--- src/rtl/adc_axis_sample_packer.sv ---
// Offset-binary ADC beats -> two's complement, optional 2^DECIM_LOG2 boxcar decimation,
// two 16-bit results packed per AXIS word with framed tlast. `ADC_PACKER_OVR_COUNT_EN builds ovr_count.
module adc_axis_sample_packer #(
    parameter int DECIM_LOG2  = 0,
    parameter int FRAME_WORDS = 256
) (
    input  logic        s00_axis_aclk,
    input  logic        s00_axis_areset,
    input  logic [31:0] s00_axis_tdata,
    input  logic        s00_axis_tvalid,
    output logic        s00_axis_tready,
    input  logic        s00_axis_tlast,
    output logic [31:0] m00_axis_tdata,
    output logic        m00_axis_tvalid,
    input  logic        m00_axis_tready,
    output logic        m00_axis_tlast,
    output logic [3:0]  m00_axis_tstrb,
    input  logic        clear,
    output logic [15:0] frame_count,
    output logic [15:0] ovr_count
);
    localparam int              PH_W      = (DECIM_LOG2 > 0) ? DECIM_LOG2 : 1;
    localparam logic [PH_W-1:0] PH_LAST   = PH_W'((1 << DECIM_LOG2) - 1);
    localparam logic [15:0]     WORD_LAST = 16'(FRAME_WORDS - 1);

    function automatic logic signed [13:0] to_twos(input logic [13:0] code);
        return {~code[13], code[12:0]};
    endfunction

    // Arithmetic shift floors the boxcar mean; the result always fits in 16 bits.
    function automatic logic signed [15:0] decim_scale(input logic signed [17:0] sum);
        return 16'(sum >>> DECIM_LOG2);
    endfunction

    logic signed [17:0] acc_q, acc_d;
    logic [PH_W-1:0]    phase_q, phase_d;
    logic signed [15:0] half_q, half_d;
    logic               half_vld_q, half_vld_d;
    logic [15:0]        word_cnt_q, word_cnt_d;
    logic [31:0]        out_data_q, out_data_d;
    logic               out_last_q, out_last_d;
    logic               out_vld_q, out_vld_d;
    logic [15:0]        frame_cnt_q, frame_cnt_d;

    logic               beat_acc;
    logic signed [13:0] x;
    logic signed [17:0] acc_sum;
    logic signed [15:0] result;
    logic               unused_bits;

    assign s00_axis_tready = !out_vld_q || m00_axis_tready;
    assign beat_acc        = s00_axis_tvalid && s00_axis_tready;
    assign x               = to_twos(s00_axis_tdata[13:0]);
    assign acc_sum         = acc_q + {{4{x[13]}}, x};
    assign result          = decim_scale(acc_sum);
    assign unused_bits     = ^{s00_axis_tdata[31:15], s00_axis_tlast};

    assign m00_axis_tdata  = out_data_q;
    assign m00_axis_tvalid = out_vld_q;
    assign m00_axis_tlast  = out_last_q;
    assign m00_axis_tstrb  = 4'hF;
    assign frame_count     = frame_cnt_q;

    always_comb begin
        acc_d       = acc_q;
        phase_d     = phase_q;
        half_d      = half_q;
        half_vld_d  = half_vld_q;
        word_cnt_d  = word_cnt_q;
        out_data_d  = out_data_q;
        out_last_d  = out_last_q;
        out_vld_d   = out_vld_q;
        frame_cnt_d = frame_cnt_q;

        if (out_vld_q && m00_axis_tready) begin
            out_vld_d = 1'b0;
            if (out_last_q) frame_cnt_d = frame_cnt_q + 16'd1;
        end

        // clear drops partial state and the beat of this cycle, but never the output word.
        if (clear) begin
            acc_d      = '0;
            phase_d    = '0;
            half_vld_d = 1'b0;
            word_cnt_d = '0;
        end else if (beat_acc) begin
            if (phase_q == PH_LAST) begin
                acc_d   = '0;
                phase_d = '0;
                if (half_vld_q) begin
                    out_data_d = {result, half_q};
                    out_vld_d  = 1'b1;
                    out_last_d = (word_cnt_q == WORD_LAST);
                    word_cnt_d = (word_cnt_q == WORD_LAST) ? 16'd0 : word_cnt_q + 16'd1;
                    half_vld_d = 1'b0;
                end else begin
                    half_d     = result;
                    half_vld_d = 1'b1;
                end
            end else begin
                acc_d   = acc_sum;
                phase_d = phase_q + PH_W'(1);
            end
        end
    end

    always_ff @(posedge s00_axis_aclk or posedge s00_axis_areset) begin
        if (s00_axis_areset) begin
            acc_q       <= '0;
            phase_q     <= '0;
            half_q      <= '0;
            half_vld_q  <= 1'b0;
            word_cnt_q  <= '0;
            out_data_q  <= '0;
            out_last_q  <= 1'b0;
            out_vld_q   <= 1'b0;
            frame_cnt_q <= '0;
        end else begin
            acc_q       <= acc_d;
            phase_q     <= phase_d;
            half_q      <= half_d;
            half_vld_q  <= half_vld_d;
            word_cnt_q  <= word_cnt_d;
            out_data_q  <= out_data_d;
            out_last_q  <= out_last_d;
            out_vld_q   <= out_vld_d;
            frame_cnt_q <= frame_cnt_d;
        end
    end

`ifdef ADC_PACKER_OVR_COUNT_EN
    logic [15:0] ovr_q, ovr_d;

    always_comb begin
        ovr_d = ovr_q;
        if (beat_acc && s00_axis_tdata[14] && (ovr_q != 16'hFFFF)) ovr_d = ovr_q + 16'd1;
    end

    always_ff @(posedge s00_axis_aclk or posedge s00_axis_areset) begin
        if (s00_axis_areset) ovr_q <= '0;
        else                 ovr_q <= ovr_d;
    end

    assign ovr_count = ovr_q;
`else
    logic unused_otr;
    assign unused_otr = s00_axis_tdata[14];
    assign ovr_count  = 16'd0;
`endif

endmodule

--- config.mk ---
export PLATFORM = sky130hd
export DESIGN_NAME = adc_axis_sample_packer
export DESIGN_NICKNAME = d
export VERILOG_FILES = /design/src/rtl/adc_axis_sample_packer.sv
export SDC_FILE = /design/constraint.sdc
export NUM_CORES = 1
export LEC_CHECK = 0
export ABC_AREA = 1
export BUFFER_PORTS_ARGS = -buffer_cell sky130_fd_sc_hd__buf_2
export CAP_MARGIN = 20
export CORE_MARGIN = 4
export CORE_UTILIZATION = 25
export CTS_BUF_LIST = sky130_fd_sc_hd__clkbuf_8
export CTS_CLUSTER_SIZE = 20
export DETAILED_ROUTE_END_ITERATION = 6
export GPL_TIMING_DRIVEN = 0
export PLACE_DENSITY = 0.46
export SLEW_MARGIN = 20
export SYNTH_ARGS = -nofsm -noshare
export SYNTH_HDL_FRONTEND = slang
export SYNTH_SLANG_ARGS = --single-unit
export TNS_END_PERCENT = 5
--- constraint.sdc ---
create_clock -name s00_axis_aclk -period 3.8 [get_ports s00_axis_aclk]
set_input_delay 0 -clock s00_axis_aclk [delete_from_list [all_inputs] [get_ports s00_axis_aclk]]
set_output_delay 0 -clock s00_axis_aclk [all_outputs]
set_load 0.02 [all_outputs]
==> results of run 1 <==
==> worst paths after layout <==
path | slack (ns) | start | to | cells past startpoint
worst max-delay path | 2.24 | word_cnt_q[0] | word_cnt_q[14] | 8
worst min-delay path | 0.02 | m00_axis_tready | frame_count[0] | 3
worst max register to register | 2.24 | word_cnt_q[0] | word_cnt_q[14] | 8
worst min register to register | 0.47 | half_q[1] | m00_axis_tdata[1] | 2
max in group asynchronous | 3.05 | s00_axis_areset | word_cnt_q[15] | 4
min in group asynchronous | 0.19 | s00_axis_areset | frame_count[10] | 3
==> repair_timing <==
action	in CTS	in global routing
endpoints found under the setup margin	0	0
buffers inserted	0	0
endpoints found under the hold margin	56	0
hold buffers	16	0
==> registers in the layout (all words and copies together) (netlist names) <==
| name | cells |
|---|---|
| half_vld_q | 1 |
| frame_count | 16 |
| word_cnt_q | 16 |
| m00_axis_tlast | 1 |
| m00_axis_tvalid | 1 |
| half_q | 14 |
| m00_axis_tdata | 28 |
==> worst reg2reg max path, stage by stage, from the launching register on <==
cell	delay, ns
dfrtp_1	0.41
ha_1	0.24
nand3_1	0.16
inv_1	0.07
nand2_2	0.11
inv_2	0.08
a21oi_4	0.24
nand3_1	0.12
nand2_1	0.07
==> final cells by class <==
class | instances | area share
tap | 180 | 0.0485
sequential | 77 | 0.415
inverter | 37 | 0.0305
clock buffer | 9 | 0.0267
clock inverter | 7 | 0.00943
timing repair buffer | 86 | 0.115
multi-input combinational | 292 | 0.305
buffer | 32 | 0.0501
==> per-layer routing <==
layer	track usage	wire length [µm]
met1	0.142	4000
met2	0.168	3790
met3	0.0386	604
met4	0.0259	77
met5	0	0
==> cell families after synthesis <==
| family | after synthesis | share of synthesized area |
|---|---|---|
| AO/OA/AOI/OAI | 45 | 0.0700 |
| buffers and inverters | 69 | 0.102 |
| adder cells (fa/ha/maj) | 2 | 0.00686 |
| other | 2 | 0.00206 |
| AND/OR/NAND/NOR | 206 | 0.245 |
| flip-flops | 77 | 0.528 |
| XOR/XNOR | 19 | 0.0456 |
==> metrics by stage <==
step / power, µW / instance area, µm²
finish: 2130 / 4640
global route: 2280 / 4640
CTS: 2170 / 4640
detailed placement: 1600 / 4310
global placement: 1590 / 4280
floorplan: 1400 / 3710
==> power by group through the flow <==
stage	registers (µW)	clock network, µW	logic, µW
floorplan	1180	0	222
global route	1070	605	608
global placement	1060	0	532
finish	1050	541	542
CTS	1050	569	553
detailed placement	1060	0	541
==> cell usage in the layout, fill, tap and decap left out, types with 3 or more instances in the layout <==
| master | n |
|---|---|
| nand2_2 | 3 |
| nor3_1 | 3 |
| conb_1 | 20 |
| buf_4 | 24 |
| inv_1 | 33 |
| nor2_1 | 29 |
| nand4_1 | 5 |
| xnor2_1 | 8 |
| dlygate4sd3_1 | 16 |
| o21ai_1 | 13 |
| dfrtp_1 | 77 |
| buf_2 | 74 |
| xor2_1 | 11 |
| nand2_1 | 142 |
| o21ai_0 | 25 |
| inv_2 | 5 |
| nand3_1 | 13 |
| o21bai_1 | 4 |
| clkbuf_8 | 9 |
==> flow_summary.toml, run 1 <==
[sta]
fin_skew_ns = 0.0120
max_freq_ghz = 0.643
final-max-slew-violation-count = 0
post-route-period-util = 0.409
worst_slack_ns = 2.24
fin_crit_ns = 1.56
rsz0062_at_grt = "false"
tns_ns = 0
hold_violations = 0
setup_viol = 0
fin_hold_ws_ns = 0.0207

[cells_and_area]
nets = 575
num_antenna_cells = 0
syn_to_final_growth_pct = 27.3
layout-drive-gt1-share = 0.250
fin_cells = 720
multi_input_area_um2 = 1420
fillers = 1487
utilization = 0.329
register_area_um2 = 1930

[power]
p_sw_frac = 0.348
pwr-share-comb = 0.255
power.switching_uw = 740
seqPwrFrac = 0.491
internal_power_uw = 1390
max-vdd-ir-drop_v = 0.000285
powerDensity_nw_per_um2 = 459
clkPwrFrac = 0.254
p_leak_uw = 0.00247

[drt]
detail_route.first_pass.iterations = 5
wl_per_cell_um = 11.8
drc = 0
ant_nets = 0
route.vias.total = 2949
drt_iter0_markers = 159
routed_via_density = 4.10
wl_mm = 8.47

[logic_synthesis]
synthTopCellsByCount = "142 x nand2_1, 77 x dfrtp_1, 32 x inv_1, 29 x nor2_1, 25 x o21ai_0"
synth_top_cell_by_area = "dfrtp_1"
synthTopCellsByArea = "dfrtp_1 53%, nand2_1 15%, buf_4 4.9%, o21ai_0 3.4%, inv_1 3.3%"
yosysMostFrequentCell = "nand2_1"
syn_inst = 420
synth_area_per_cell_um2 = 8.68
ys_ff_latch = 77
synth_edf_count = 0
synth_area_um2 = 3650
synth_ff_type = "dfrtp_1"
yosysWarnings = 0
synth_seq_area_share = 0.528
yosysUniqueCellTypes = 31
netlist.area_leader.share = 0.528
synthArstFlopShare = 1.00

[critical_path]
cp_top_family = "simple AND/OR/NAND/NOR gates"
crit_slowest_cell = "dfrtp_1"
timing.critical_path.buf_inv = 2
crit_chain = "ha_1 -> nand3_1 -> inv_1 -> nand2_2 -> inv_2 -> a21oi_4 -> nand3_1 -> nand2_1"
max_stage_delay_ns = 0.41
arrival_ns = 1.84
worstSetupPathType = "flip-flop to flip-flop"
crit_required_ns = 4.08
cp_common_cell = "nand3_1"
cp-start-kind = "flip-flop"
crit_fanout = 8
endpoint_kind = "flip-flop"

[grt]
antenna_found_initial = 0
grt_pass1_wl_mm = 14.4
track_usage = 0.107
grt_pass1_vias = 2968
grt_max_degree = 51
gr-total-overflow = 0

[placement]
gp_congestion = 0.777
dp_slack_ns = 2.25
placed_cells = 688
dpl.hpwl_mm = 6.27
io_buffers = 69

[clock_tree]
htree_levels = 3
clock_sinks = 77
post_cts_resize_count = 0
cts_buffer_depth = 2
cts_buffers = 9
cts_tree = "done"
insertion_delay_ns = 0.35
cts_root_buf = "clkbuf_8"
clk_pin_slew_ns = 0.07

[floorplanning]
floorplan.initialDensity = 0.259
die_area_um2 = 16600
rows = 43
die_height_um = 129
die_w_um = 129
core_area_um2 = 14100
io_pins = 109

[flow_run]
drv_cap = 0

[status]
status = "finished clean"

[worst_hold_path]
hp-class = "input pin to flip-flop"
Note: power is estimated with default switching activity, not from simulation.
==> run 2, diff against run 1 <==
--- a/config.mk
+++ b/config.mk
@@ -14,7 +14,7 @@
 export CTS_CLUSTER_SIZE = 20
 export DETAILED_ROUTE_END_ITERATION = 6
 export GPL_TIMING_DRIVEN = 0
-export PLACE_DENSITY = 0.46
+export PLACE_DENSITY = 0.47
 export SLEW_MARGIN = 20
 export SYNTH_ARGS = -nofsm -noshare
 export SYNTH_HDL_FRONTEND = slang
==> constraint.sdc (replaced) <==
create_clock -name s00_axis_aclk -period 1.3 [get_ports s00_axis_aclk]
set_input_delay 0 -clock s00_axis_aclk [delete_from_list [all_inputs] [get_ports s00_axis_aclk]]
set_output_delay 0 -clock s00_axis_aclk [all_outputs]
set_load 0.02 [all_outputs]
==> run 2 against run 1 <==
  * The run now ends with setup timing left
  * Worst setup slack got worse by 2.3 ns
  * Sequential power rose to 2.9 times the previous value
  * Highest routed layer unchanged
  * Clock power increased to 3.2 times the previous value
  * Clock skew grew 0.0031 ns
  * Combinational power grew to 3.1 times the previous value
  * Critical path depth is 1 higher
  * Global-route usage grew 0.10 points
  * Register-to-register slack got worse by 2.3 ns
  * Critical endpoint is now word_cnt_q[9]
==> flow_summary.toml, run 2 (synthesis results as in run 1) <==
[cells_and_area]
mostFrequentLayoutCells = "138 x nand2_1, 74 x dfrtp_1, 73 x buf_2"
nets = 591
layout-drive-gt1-share = 0.320
num_antenna_cells = 0
utilization = 0.350
syn_to_final_growth_pct = 35.2
mostFrequentLayoutCell = "nand2_1"
largest_reg_flops = 28

[sta]
max_freq_ghz = 0.747
worst_slack_ns = -0.0394
hold_violations = 0
fin_skew_ns = 0.0150
setup_viol = 10
rsz0062_at_grt = "true"
fin_crit_ns = 1.34
final-max-slew-violation-count = 0
worst_pin_slew_ns = 0.612
post-route-period-util = 1.03
fin_hold_ws_ns = 0.0211
relSlewSlack = 0.591

[clock_tree]
htree_levels = 3
cts_buffer_depth = 2
cts_buffers = 9
clk_pin_slew_ns = 0.09
insertion_delay_ns = 0.35
clock_sinks = 77
cts_root_buf = "clkbuf_8"
cts_tree = "done"

[drt]
drc = 0
routed_via_density = 4.04
drt_iter0_markers = 113
wl_per_cell_um = 11.9
ant_nets = 0
wl_mm = 8.72
detail_route.first_pass.iterations = 4
route.vias.total = 2977

[power]
max-vdd-ir-drop_v = 0.000657
p_leak_uw = 0.00259
finalPower_uw = 6490
powerDensity_nw_per_um2 = 1320

[critical_path]
worstSetupPathType = "flip-flop to flip-flop"
endpoint_kind = "flip-flop"
crit_fanout = 8
arrival_ns = 1.63
reg2reg_slack_ns = -0.04
crit_required_ns = 1.59
cp-start-kind = "flip-flop"

[placement]
dpl.hpwl_mm = 6.44
dp_slack_ns = -0.271
io_buffers = 69
gp_congestion = 0.742

[floorplanning]
die_area_um2 = 16600
die_w_um = 129
io_pins = 109
floorplan.initialDensity = 0.259
rows = 43
die_height_um = 129
core_area_um2 = 14100

[flow_run]
drv_cap = 0

[grt]
grt_pass1_vias = 2954
gr-total-overflow = 0
grt_pass1_wl_mm = 14.5
track_usage = 0.108
antenna_found_initial = 0
grt_max_degree = 28

[status]
status = "finished with violations"
failed_checks = "setup timing"

[worst_hold_path]
hp-class = "input pin to flip-flop"
-- run 2: changes by cell type in the layout (fill, tap and decap cells not counted), sizes merged --
cell      delta
clkinvlp     +1
clkinv       -1
buf         +17
clkbuf       -1
-- run 2: what timing repair did --
item,CTS,global route
resized for setup,15,30
setup endpoints to repair,64,66
hold buffers,16,0
hold endpoints to repair,54,0
buffers inserted,8,8
pin swaps,7,10
-- run 2: worst paths after layout --
check                                   from                 to  cells past startpoint
max in group asynchronous    s00_axis_areset     word_cnt_q[10]                      5
min reg2reg                m00_axis_tdata[6]  m00_axis_tdata[6]                      2
max reg2reg                    word_cnt_q[0]      word_cnt_q[9]                      9
min in group asynchronous    s00_axis_areset     frame_count[2]                      3
max                            word_cnt_q[0]      word_cnt_q[9]                      9
min                          m00_axis_tready     frame_count[0]                      3
-- run 2: worst max-delay path, cell delays in order (launching register included) --
cell	delay [ns]
dfrtp_1	0.41
ha_2	0.21
nand3_2	0.09
inv_2	0.05
nand2_4	0.07
inv_4	0.05
a21oi_4	0.14
buf_12	0.14
nand3_1	0.07
nand2_1	0.06
-- run 2: cell type report --
type | instances | area (µm²)
fillers | 1491 | 9170
clock inverters | 7 | 65.1
repair buffers | 103 | 678
plain buffers | 31 | 234
clock buffers | 9 | 124
multi-input cells | 292 | 1520
inverters | 37 | 153
flip-flops and latches | 77 | 1930
well taps | 180 | 225
-- run 2: per-layer routing --
layer,vias up,global-route usage,share of wire
met2,69,0.170,0.47
li1,1533,-,-
met4,0,0.0253,0.0079
met1,1370,0.145,0.46
met5,-,0,0
met3,5,0.0369,0.064
-- run 2: power by group --
group | internal [µW] | switching, µW
Clock | 747 | 1010
Sequential | 2790 | 274
Combinational | 646 | 1030
Total | 4180 | 2310
-- run 2: per-stage QoR --
step / cells / instance area [µm²] / TNS, ns
2_1_floorplan: 438 / 3720 / -0.896
3_3_place_gp: 687 / 4290 / -20.01
3_5_place_dp: 689 / 4330 / -6.94
4_1_cts: 729 / 4780 / -1.14
5_1_grt: 736 / 4930 / -1.61
6_report: 736 / 4930 / -0.208
